[config.mk]
export PLATFORM = sky130hd
export DESIGN_NAME = fetch_sequencer
export DESIGN_NICKNAME = d
export VERILOG_FILES = /design/src/rtl/fetch_sequencer.sv
export SDC_FILE = /design/constraint.sdc
export NUM_CORES = 1
export LEC_CHECK = 0
export BUFFER_PORTS_ARGS = -buffer_cell sky130_fd_sc_hd__buf_2
export CAP_MARGIN = 20
export CORE_UTILIZATION = 35
export CTS_CLUSTER_SIZE = 10
export DETAILED_ROUTE_END_ITERATION = 12
export PLACE_DENSITY_LB_ADDON = 0.1
export SYNTH_ARGS = -nofsm -noshare
export SYNTH_HDL_FRONTEND = slang
export SYNTH_SLANG_ARGS = --single-unit
[constraint.sdc]
create_clock -name clk -period 1.9 [get_ports clk]
set_input_delay 0.19 -clock clk [delete_from_list [all_inputs] [get_ports clk]]
set_output_delay 0.19 -clock clk [all_outputs]
set_load 0.01 [all_outputs]
[src/rtl/fetch_sequencer.sv]
// -----------------------------------------------------------------------------
// fetch_sequencer
//   Program counter and fetch controller that drives the instruction ROM.
//   A program starts on request at start_addr. The PC then advances by one
//   per committed instruction, or is redirected by a relative or absolute
//   branch. A halt ends the run with a one-cycle done pulse. inst_count
//   reports how many instructions have committed since the last accepted
//   start, and it saturates at its maximum value.
//
// Ports
//   clk           in   1   clock, rising edge
//   rst           in   1   asynchronous, active-high reset
//   start         in   1   begin a program at start_addr (honoured in IDLE only)
//   start_addr    in   A   first instruction address
//   stall         in   1   hold the current instruction; nothing commits
//   halt          in   1   current instruction is a halt
//   branch_en     in   1   current instruction redirects the PC
//   branch_rel    in   1   1: PC + branch_ofs, 0: absolute target
//   branch_ofs    in   A   two's-complement relative offset
//   target        in   A   absolute branch/jump target
//   inst_in       in   W   ROM data for inst_address (combinational ROM)
//   inst_address  out  A   PC to ROM
//   inst          out  W   inst_in forwarded to decode, zero when not valid
//   inst_valid    out  1   current instruction commits this cycle
//   busy          out  1   sequencer is in RUN
//   done          out  1   one-cycle pulse after the halt commits
//   inst_count    out  CW  instructions committed since the last accepted start
// -----------------------------------------------------------------------------
module fetch_sequencer #(
  parameter int A  = 12,
  parameter int W  = 10,
  parameter int CW = 16
) (
  input  logic          clk,
  input  logic          rst,
  input  logic          start,
  input  logic [A-1:0]  start_addr,
  input  logic          stall,
  input  logic          halt,
  input  logic          branch_en,
  input  logic          branch_rel,
  input  logic [A-1:0]  branch_ofs,
  input  logic [A-1:0]  target,
  input  logic [W-1:0]  inst_in,
  output logic [A-1:0]  inst_address,
  output logic [W-1:0]  inst,
  output logic          inst_valid,
  output logic          busy,
  output logic          done,
  output logic [CW-1:0] inst_count
);

  typedef enum logic [1:0] {
    S_IDLE = 2'd0,
    S_RUN  = 2'd1,
    S_DONE = 2'd2
  } state_t;

  state_t        state_q, state_d;
  logic [A-1:0]  pc_q, pc_d;
  logic [CW-1:0] count_q, count_d;

  // NOTE: sequential state uses non-blocking assignments so every register
  // samples the pre-edge values computed by the combinational block.
  always_ff @(posedge clk or posedge rst) begin
    if (rst) begin
      state_q <= S_IDLE;
      pc_q    <= '0;
      count_q <= '0;
    end else begin
      state_q <= state_d;
      pc_q    <= pc_d;
      count_q <= count_d;
    end
  end

  // NOTE: every signal driven here gets a default before the case statement.
  // This keeps each path fully assigned, so no latch can be inferred.
  always_comb begin
    state_d    = state_q;
    pc_d       = pc_q;
    count_d    = count_q;
    inst_valid = 1'b0;
    busy       = 1'b0;
    done       = 1'b0;

    unique case (state_q)
      S_IDLE: begin
        if (start) begin
          pc_d    = start_addr;
          count_d = '0;
          state_d = S_RUN;
        end
      end

      S_RUN: begin
        busy       = 1'b1;
        inst_valid = !stall;
        // A stalled cycle commits nothing, so halt and branch_en are ignored.
        if (!stall) begin
          if (count_q != '1) count_d = count_q + 1'b1;
          // Halt outranks a branch: the PC stays on the halt instruction.
          if (halt) begin
            state_d = S_DONE;
          end else if (branch_en) begin
            // An A-bit add wraps modulo 2**A, which also covers negative offsets.
            pc_d = branch_rel ? pc_q + branch_ofs : target;
          end else begin
            pc_d = pc_q + 1'b1;
          end
        end
      end

      S_DONE: begin
        done    = 1'b1;
        state_d = S_IDLE;
      end

      default: state_d = S_IDLE;
    endcase
  end

  assign inst_address = pc_q;
  assign inst_count   = count_q;
  assign inst         = inst_valid ? inst_in : '0;

endmodule

Word-level counts from Yosys, hierarchy flattened. Index checks and enable logic that the tools add are counted.

Flip-flop bits (word level): 30. Output and inout bits: 41. Logic and storage cells: 38. Bits of input ports: 53.

Reduce and logical (&&, ||, !) cells: 6. Equality and inequality tests: 8. Add/sub/neg operators: 3. Multiplexer cells: 18.

Operators with widths (number): $mux W12 (5); $mux W16 (3); $pmux W16 S2 (1); $pmux W12 S2 (1); $add A16 B1 Y16 const B (1); $ne A16 B16 Y1 const B (1); $add A12 B1 Y12 const B (1); $add A12 B12 Y12 (1); $mux W10 (1); $ne A2 B2 Y1 const B (5); $reduce_and A4 Y1 (2); $mux W2 (3); $pmux W2 S2 (1); $mux W1 (3); $reduce_and A3 Y1 (1); $eq A2 B1 Y1 const B (1); $eq A2 B2 Y1 const B (1); $logic_not A2 Y1 (1); $reduce_bool A2 Y1 (1); $logic_not A1 Y1 (1).

Depth between registers and ports, before layout. Gate-level depths: netlist of run 1.

Depth after elaboration: 6. Gate-level depth with buffers: 9. Mapped depth without buffers: 9.

Worst setup path after synthesis of run 1. No wires, ideal clock.

Path type: reg-to-reg. Start point: reg pc_q[0] (netlist: inst_address[0]). End point: reg pc_q[10] (netlist: inst_address[10]). Required time: 1835 ps. Arrival: 2005 ps. Period minus slack after synthesis: 2069 ps. Setup time: 65 ps. Stages on the path, launching flop included: 10. Buffers on the path: 0. Setup slack: -169 ps. Cells stage by stage: dfrtp_1 ha_1 inv_1 fa_1 nor2b_1 o2111ai_1 nand2_1 a221oi_1 mux2_2 nand2_1.

Word-level cells in the longest chain between the ends: 6. Elaborated cells between the ends (all ways): 7. Classes of those cells: add/sub (2); mux (5).

RTL lines: from (decl) (RTL line 60) `logic [A-1:0] pc_q, pc_d;`; from (signal assigned) (RTL line 72) `pc_q <= pc_d;`; $add A12 B12 Y12 (RTL line 107) `pc_d = branch_rel ? pc_q + branch_ofs : target;`; $mux W12 (RTL line 107); $mux W12 (*) (RTL line 105) `end else if (branch_en) begin`; $mux W12 (*) (RTL line 103) `if (halt) begin`; $mux W12 (*) (RTL line 100) `if (!stall) begin`; $pmux W12 S2 (*) (RTL line 87) `unique case (state_q)`.

Mark *: on every way between the ends. The rest lies on a longest branch, timed or not. The select of a mux whose other input is x is not followed. A chain may end at the register's enable or synchronous reset.

Worst setup path in the final report of run 1. Same ends and word-level chain as after synthesis.

==> impl_metrics.tcl, run 1 <==
set metrics [dict create \
    postSynthCellCount 306 \
    mostFrequentLayoutCells "buf_2 (93), nor2_1 (37), dfrtp_1 (27), buf_4 (24), nand2_1 (20)" \
    synth_cell_types 50 \
    critPathMaxFanout 2 \
    pre_cts_ws_ps -111.9 \
    min_from "halt" \
    grt-ovfl-total 0 \
    setup_viol 2 \
    violations "setup timing" \
    cp_data_arrival_time_ps 2190 \
    async_flop_share 1.000 \
    power.total_mw 4.676 \
    reg2reg_from "inst_address[0]" \
    dp_hpwl_um 5669 \
    area_growth_pct 40.85 \
    regToRegEndpoint "inst_address[10]" \
    synth_area_sq_um 2502 \
    diodes 0 \
    cts_tree "done" \
    fin_crit_sh 1.033 \
    gp_congestion 0.8577 \
    fin_util 0.5159 \
    maxSlewViolCount 0 \
    wl_per_cell_um 14.71 \
    vias 2658 \
    fin_nets 490 \
    finalWorstSetupSlack_ps -61.93 \
    max_freq_ghz 0.5097 \
    ys_warn_count 0 \
    relSlewSlack 0.6576 \
    fillerInstances 695 \
    clk_pin_slew_ps 80 \
    max_cap_violations 0 \
    worstPathRequired_ps 2130 \
    syn_area_per_cell_sq_um 8.178 \
    wirelength_um 7649 \
    ys_ff_latch 30 \
    rows 30 \
    ir_drop_uv 536.2 \
    fin_tns_setup_ps -71.07 \
    period_minus_slack_ps 1962 \
    synthFlopType "dfrtp_1" \
    grt_max_degree 31 \
    gr-usage-all-layers 0.2087 \
    io_buffer_count 93 \
    syn-num-nets 373 \
    final_cells 520 \
    antenna_left 0 \
    die-area_sq_um 7492 \
    final_area_sq_um 3525 \
    start_util 0.3663 \
    layout_commonest_cell "buf_2" \
    viasPerCell 5.112 \
    worstRegToRegCells 9 \
    end_kind "register" \
    hold_ws_ps 152.5 \
    top_level_ports 94 \
    drc_errors 0 \
    outcome "finished, violations left" \
    p_leak_nw 1.659 \
    synth_seq_area_share 0.3000 \
    r2r_slack_ps -60 \
    final-hold-violation-count 0 \
    firstDrtPassIters 4 \
    h-tree-depth 2 \
    placed_area_sq_um 3248 \
    tightest_slew_ps 511.7 \
    clock-root-buffer "clkbuf_8" \
    min_path_cells 3 \
    fin_skew_ps 8.002 \
    clk_latency_ps 290 \
    grt_pass1_wl_um 12160 \
    cts_buffers 5 \
    first_global_vias 2537 \
    die_h_um 86.56 \
    drtIter0Drc 117 \
    synth_edf_count 0 \
    p_per_area_nw_per_um2 1327 \
    final_layout_size_suffix_gt1_frac 0.3915 \
    ctsLongestPathBuffers 2 \
    hold_class "in2reg" \
    dp.cells 506 \
    cts.sinks 30 \
    rsz0062_at_grt "yes" \
    coreArea_sq_um 6832 \
    crit_type "reg2reg" \
    die_w_um 86.56 \
    worst_setup_path_start_kind "register" \
    antenna_found_initial 0 \
    hold_path_end "state_q[1]" \
]
-- cell families (layout without fill, tap and decap cells) --
| family | count (synthesis) | after routing | share of synthesized area |
|---|---|---|---|
| XOR/XNOR | 28 | 28 | 0.09800 |
| flip-flops | 30 | 30 | 0.3000 |
| adder cells (fa/ha/maj) | 14 | 14 | 0.07300 |
| multiplexers | 6 | 6 | 0.02450 |
| AND/OR/NAND/NOR | 131 | 132 | 0.2720 |
| buffers and inverters | 23 | 140 | 0.03750 |
| AO/OA/AOI/OAI | 74 | 74 | 0.1950 |
-- where the power goes --
group	internal, mW	switching, mW	leakage [nW]
logic	1.41	1.74	1.23
registers	0.814	0.153	0.380
clock network	0.291	0.265	0.0472
-- metal layers --
layer  vias to the layer above  share of wire  global-route usage
li1                       1329              -                   -
met1                      1239           0.47              0.2781
met2                        84           0.47              0.3564
met3                         6          0.056             0.04000
met4                         0         0.0071             0.03485
met5                         -              0                   0
-- how the worst max path moves through the flow --
stage | endpoint | cells past startpoint | startpoint
3_5_place_dp | inst_address[10] | 9 | inst_address[0]
6_report | inst_address[10] | 9 | inst_address[0]
5_1_grt | inst_address[10] | 9 | inst_address[0]
2_1_floorplan | inst_address[10] | 7 | inst_address[4]
3_3_place_gp | inst_address[10] | 9 | inst_address[0]
4_1_cts | inst_address[10] | 9 | inst_address[0]
-- final cells by class --
| class | instances | area, sq um | share of cell area |
|---|---|---|---|
| Inverter | 11 | 45.04 | 0.01278 |
| Timing Repair Buffer | 121 | 698.2 | 0.1981 |
| Sequential cell | 30 | 754.5 | 0.2141 |
| Clock inverter | 2 | 12.51 | 0.003550 |
| Clock buffer | 6 | 82.58 | 0.02343 |
| Tap cell | 96 | 120.1 | 0.03408 |
| Multi-Input combinational cell | 254 | 1812 | 0.5140 |
-- state kept, by name, indices dropped and copies added, names as in the netlist --
signal and flops:
inst_address 12, inst_count 16, state_q 2
-- critical path, stage by stage, from the launching register on --
cell       delay (ps)
dfrtp_2           420
ha_4              160
inv_2              50
fa_2              200
nor2b_2            50
o2111ai_2         250
nand2_2           110
a221oi_2          280
mux2_4            320
nand2_1            60
-- timing repair --
| item | CTS | global route |
|---|---|---|
| setup buffers | 1 | 3 |
| endpoints found under the hold margin | 23 | 0 |
| gates cloned | 0 | 1 |
| pin swaps | 2 | 12 |
| hold buffers | 1 | 0 |
| resized for setup | 15 | 15 |
| setup endpoints to repair | 17 | 26 |
-- Yosys cell counts, drive strengths merged (10+ instances only) --
cell	number	area (sq um)
a21oi	17	88.84
and2	12	75.07
dfrtp	30	750.7
ha	13	162.7
inv	10	37.54
nand2	22	82.58
nand3	17	90.09
nor2	39	146.4
nor3	11	60.06
o21ai	16	80.08
xnor2	12	105.1
xor2	16	140.1
Power figures use the tool's default switching activity.
==> run 2, diff against run 1 <==
--- a/config.mk
+++ b/config.mk
@@ -7,10 +7,12 @@
 export LEC_CHECK = 0
 export BUFFER_PORTS_ARGS = -buffer_cell sky130_fd_sc_hd__buf_2
 export CAP_MARGIN = 20
+export CORE_MARGIN = 2
 export CORE_UTILIZATION = 35
 export CTS_CLUSTER_SIZE = 10
 export DETAILED_ROUTE_END_ITERATION = 12
 export PLACE_DENSITY_LB_ADDON = 0.1
+export SETUP_SLACK_MARGIN = 0.1
 export SYNTH_ARGS = -nofsm -noshare
 export SYNTH_HDL_FRONTEND = slang
 export SYNTH_SLANG_ARGS = --single-unit
==> run 2 against run 1 <==
The flow finishes with violations (hold timing, setup timing). Core utilization rose by 1.2 points. Combinational power rose by 5%. Die area rose by 4.7%. Worst setup slack got worse by 17 ps. Clock skew fell by 1.5 ps. Highest routed layer unchanged. Sequential cell count did not move. Sequential power barely moved.
==> impl_metrics.tcl, run 2 (same netlist as run 1, synthesis figures left out) <==
set metrics [dict create \
    die_h_um 88.56 \
    vias 2692 \
    firstDrtPassIters 4 \
    crit_type "reg2reg" \
    diodes 0 \
    antenna_left 0 \
    clk_pin_slew_ps 70 \
    cts_tree "done" \
    fin_nets 494 \
    fin_tns_setup_ps -111.1 \
    grt_max_degree 31 \
    end_kind "register" \
    start_util 0.3643 \
    period_minus_slack_ps 1979 \
    critPathMaxFanout 2 \
    die_w_um 88.56 \
    coreArea_sq_um 6869 \
    viasPerCell 5.137 \
    max_cap_violations 0 \
    max_freq_ghz 0.5053 \
    h-tree-depth 2 \
    power.total_mw 4.829 \
    fin_util 0.5284 \
    worstPathRequired_ps 2120 \
    die-area_sq_um 7842 \
    rows 30 \
    wirelength_um 7796 \
    outcome "finished, violations left" \
    gr-usage-all-layers 0.2049 \
    p_leak_nw 1.683 \
    finalWorstSetupSlack_ps -79.12 \
    final-hold-violation-count 30 \
    ctsLongestPathBuffers 2 \
    gp_congestion 0.8632 \
    dp_hpwl_um 5717 \
    clk_latency_ps 290 \
    antenna_found_initial 0 \
    cts.sinks 30 \
    first_global_vias 2535 \
    fin_crit_sh 1.042 \
    worst_setup_path_start_kind "register" \
    clock-root-buffer "clkbuf_8" \
    hold_ws_ps -12.80 \
    cts_buffers 5 \
    top_level_ports 94 \
    relSlewSlack 0.7222 \
    final_area_sq_um 3630 \
    wl_per_cell_um 14.88 \
    hold_class "in2async" \
    placed_area_sq_um 3339 \
    grt-ovfl-total 0 \
    final_layout_size_suffix_gt1_frac 0.4252 \
    fin_skew_ps 6.464 \
    mostFrequentLayoutCells "buf_2 (93), nor2_1 (37), buf_4 (29), dfrtp_1 (24), nand2_1 (20)" \
    drc_errors 0 \
    largest_register_ffs 16 \
    tightest_slew_ps 416.8 \
    maxSlewViolCount 0 \
    hold_buffers 0 \
    setup_viol 3 \
    pre_cts_ws_ps -115.4 \
    ir_drop_uv 685.2 \
    area_growth_pct 45.05 \
    rsz0062_at_grt "yes" \
    cp_data_arrival_time_ps 2200 \
    drtIter0Drc 127 \
    grt_pass1_wl_um 12390 \
    p_per_area_nw_per_um2 1330 \
    layout_commonest_cell "buf_2" \
    io_buffer_count 93 \
    violations "hold timing, setup timing" \
]
[run 2: cell types whose count changed in the layout (fill, tap and decap cells not counted), sizes merged]
cell / change
clkinv: +1
clkinvlp: -1
buf: +4
dlygate4sd3: -1
a21oi: +1
[run 2: what timing repair did]
action | in CTS | in global routing
pin swaps | 17 | 6
buffers inserted | 2 | 2
setup endpoints to repair | 24 | 31
gates cloned | 0 | 2
gates resized for setup | 20 | 16
[run 2: path summary, 6_finish.rpt]
| check | to | slack [ps] | cells past startpoint | start |
|---|---|---|---|---|
| worst min-delay path | inst_count[9] | -10 | 3 | rst |
| min in group clk | state_q[1] | 150 | 3 | halt |
| worst max register to register | inst_address[10] | -80 | 9 | inst_address[0] |
| worst min register to register | inst_count[15] | 580 | 2 | inst_count[15] |
| max in group asynchronous | inst_address[0] | 1600 | 3 | rst |
| worst max-delay path | inst_address[10] | -80 | 9 | inst_address[0] |
[run 2: area by class of cell]
class	instances	area, sq um
clock buffers	6	82.58
multi-input cells	255	1899
inverters	11	42.54
fillers	680	3239
repair buffers	124	714.4
well taps	96	120.1
flip-flops and latches	30	758.2
clock inverters	2	12.51
[run 2: stage by stage]
stage          std cells  hold slack [ps]
3_5_place_dp         510            305.2
4_1_cts              520            3.191
3_3_place_gp         510            307.9
5_1_grt              524            14.96
6_report             524           -12.80
2_1_floorplan        306            280.5
[run 2: where the power goes]
part / switching [mW] / total [mW] / leakage (nW) / internal, mW
combinational: 1.79 / 3.30 / 1.26 / 1.51
clock: 0.263 / 0.555 / 0.0472 / 0.291
sequential: 0.151 / 0.971 / 0.377 / 0.821
[run 2: worst max-delay path, cell delays in order, from the launching register on]
cell       delay, ps
dfrtp_2          420
ha_4             160
inv_2             50
fa_2             200
nor2b_2           60
o2111ai_2        210
nand2_2          120
a221oi_4         300
mux2_4           330
nand2_1           70
[run 2: metal layers]
metal,part of all wire,wire (um),vias to the layer above,GRT usage
met1,0.47,3690,1249,0.2893
li1,-,-,1338,-
met2,0.45,3539,93,0.3131
met4,0.012,97,0,0.06612
met3,0.060,469,12,0.04384
met5,0,0,-,0
==> run 3, diff against run 2 <==
--- a/config.mk
+++ b/config.mk
@@ -5,6 +5,7 @@
 export SDC_FILE = /design/constraint.sdc
 export NUM_CORES = 1
 export LEC_CHECK = 0
+export ABC_AREA = 1
 export BUFFER_PORTS_ARGS = -buffer_cell sky130_fd_sc_hd__buf_2
 export CAP_MARGIN = 20
 export CORE_MARGIN = 2
==> run 3 against run 2 <==
Clock power grew 1%. The flow now finishes without violations. Clock-buffer cell count unchanged. Largest cell class unchanged. Highest routed layer unchanged. First-iteration DRC count up 10%. Sequential cell count unchanged. Largest power group unchanged. Synthesized area is 9.5% higher. Fmax grew 7.8%. Synthesized cell count up 42%. Hold slack gained 150 ps. Critical path type unchanged.
==> impl_metrics.tcl, run 3 <==
set metrics [dict create \
    grt_max_degree 31 \
    syn_area_per_cell_sq_um 6.314 \
    p_leak_nw 2.063 \
    relSlewSlack 0.6303 \
    ir_drop_uv 600.6 \
    cts_buffers 5 \
    max_cap_violations 0 \
    rows 32 \
    ys_warn_count 0 \
    crit_type "reg2reg" \
    gr-usage-all-layers 0.2051 \
    synth_cell_types 32 \
    synthFlopType "dfrtp_1" \
    tightest_slew_ps 554.0 \
    met2_length_um 4064 \
    wirelength_um 9010 \
    coreArea_sq_um 7647 \
    slowest_stage "dfrtp_1" \
    fin_crit_sh 0.9661 \
    final_area_sq_um 3897 \
    drc_errors 0 \
    seqCellArea_sq_um 754.5 \
    critical_path.cell_chain "ha_2 > nand2_2 > nor2_4 > nand4_1 > o21ai_4 > buf_12 > o21ai_1 > nor3b_2" \
    drtIter0Drc 140 \
    cp_data_arrival_time_ps 2010 \
    maxSlewViolCount 0 \
    top_level_ports 94 \
    p_per_area_nw_per_um2 1310 \
    synth.area.top_cells "dfrtp_1 (27%), nand2_1 (15%), inv_1 (8.9%)" \
    dp_hpwl_um 6620 \
    final_layout_size_suffix_gt1_frac 0.3394 \
    cp_num_buf_inv 1 \
    wl_met3_um 519 \
    vias 3176 \
    viasPerCell 4.864 \
    placed_area_sq_um 3453 \
    critPathMaxFanout 7 \
    io_buffer_count 93 \
    period_minus_slack_ps 1836 \
    synth_top_area_share 0.2740 \
    layout_commonest_cell "nand2_1" \
    cts_tree "done" \
    postSynthCellCount 434 \
    cts.sinks 30 \
    grt-ovfl-total 0 \
    wl_per_cell_um 13.80 \
    ctsLongestPathBuffers 2 \
    outcome "finished, final reports clean" \
    die_w_um 92.48 \
    multi_input_area_sq_um 1936 \
    fin_nets 617 \
    setup_viol 0 \
    firstDrtPassIters 4 \
    hold_ws_ps 135.9 \
    top_layer "met4" \
    hold_class "in2reg" \
    synthTopCellsByCount "nand2_1 (110), inv_1 (65), nor2_1 (54)" \
    worstPathRequired_ps 2080 \
    largest_register_ffs 16 \
    final-hold-violation-count 0 \
    start_util 0.3583 \
    crit_family "simple AND/OR/NAND/NOR gates" \
    max_freq_ghz 0.5448 \
    fin_skew_ps 4.174 \
    cp_slowest_stage_delay_ps 380 \
    synth_most_common_cell "nand2_1" \
    rsz0062_at_grt "yes" \
    die_h_um 92.48 \
    async_flop_share 1.000 \
    synth_seq_area_share 0.2740 \
    mostFrequentLayoutCells "nand2_1 (101), buf_2 (93), inv_1 (63), nor2_1 (51), dfrtp_1 (27)" \
    clk_pin_slew_ps 70 \
    fin_tns_setup_ps 0 \
    antenna_found_initial 0 \
    area_growth_pct 42.24 \
    end_kind "register" \
    fillerInstances 801 \
    gp_congestion 0.8568 \
    antenna_left 0 \
    synth_edf_count 0 \
    first_global_vias 2849 \
    ys_ff_latch 30 \
    yosys.area.top_type "dfrtp_1" \
    h-tree-depth 2 \
    die-area_sq_um 8553 \
    grt_pass1_wl_um 13940 \
    synth_area_sq_um 2740 \
    diodes 0 \
    worst_setup_path_start_kind "register" \
    syn-num-nets 501 \
    wl_met1_um 4311 \
    clock-root-buffer "clkbuf_8" \
    clk_latency_ps 290 \
]
run 3: cell types whose count changed after synthesis, moves of 6 or more:
cell / delta
a21o_1: -6
o21ai_0: +13
a211oi_1: -7
inv_1: +55
nor2_1: +15
and2_1: -12
xnor2_1: -8
nand2b_1: -7
nand3_1: +14
nand2_1: +88
run 3: final timing paths:
kind / from / endpoint / slack [ps] / cells after the start
min in group asynchronous: rst / state_q[0] / 520 / 4
hold / removal: halt / state_q[1] / 140 / 3
max in group asynchronous: rst / inst_address[0] / 1050 / 4
setup reg to reg: inst_count[0] / inst_count[7] / 60 / 8
hold reg to reg: inst_count[15] / inst_count[15] / 580 / 2
setup / recovery: inst_count[0] / inst_count[7] / 60 / 8
run 3: worst reg2reg max path, cell delays in order (launching register included):
cell and delay, ps:
dfrtp_1 380, ha_2 200, nand2_2 80, nor2_4 160, nand4_1 190, o21ai_4 340
buf_12 180, o21ai_1 60, nor3b_2 150
run 3: repair_timing:
| action | in CTS | in global routing |
|---|---|---|
| buffers inserted | 0 | 8 |
| hold buffers | 1 | 0 |
| gates resized for setup | 0 | 58 |
| endpoints found under the setup margin | 3 | 25 |
| gates cloned | 0 | 2 |
| pin swaps | 1 | 13 |
| hold endpoints to repair | 22 | 0 |
run 3: cell type report:
cell class              count  share of cell area
repair buffers            122              0.1865
multi-input cells         323              0.4966
clock inverters             2            0.003210
inverters                  68             0.06613
flip-flops and latches     30              0.1936
clock buffers               6             0.02119
well taps                 102             0.03274
run 3: per-layer routing:
| layer | global-route usage | vias up |
|---|---|---|
| li1 | - | 1620 |
| met1 | 0.2933 | 1437 |
| met2 | 0.3236 | 109 |
| met3 | 0.03173 | 10 |
| met4 | 0.05224 | 0 |
| met5 | 0 | - |
run 3: through the flow:
step	utilization	std cells	power (mW)	setup WS (ps)
2_1_floorplan	-	434	2.967	107.9
3_3_place_gp	0.4516	634	3.964	115.9
3_5_place_dp	0.4516	634	3.980	93.19
4_1_cts	0.4653	643	4.567	111.9
5_1_grt	0.5097	653	5.613	-26.39
6_report	0.5097	653	5.108	64.33
run 3: logic make-up (layout without fill, tap and decap cells):
logic type / count (synthesis) / in the layout / share of synthesized area
buffers and inverters: 81 / 198 / 0.1160
adder cells (fa/ha/maj): 14 / 14 / 0.06667
AO/OA/AOI/OAI: 72 / 72 / 0.1539
flip-flops: 30 / 30 / 0.2740
AND/OR/NAND/NOR: 222 / 222 / 0.3416
XOR/XNOR: 15 / 15 / 0.04794
run 3: power by group:
| group | internal, mW | total, mW | switching (mW) |
|---|---|---|---|
| Combinational | 1.48 | 3.50 | 2.03 |
| Sequential | 0.825 | 1.04 | 0.216 |
| Clock | 0.291 | 0.561 | 0.270 |
| Total | 2.60 | 5.11 | 2.51 |
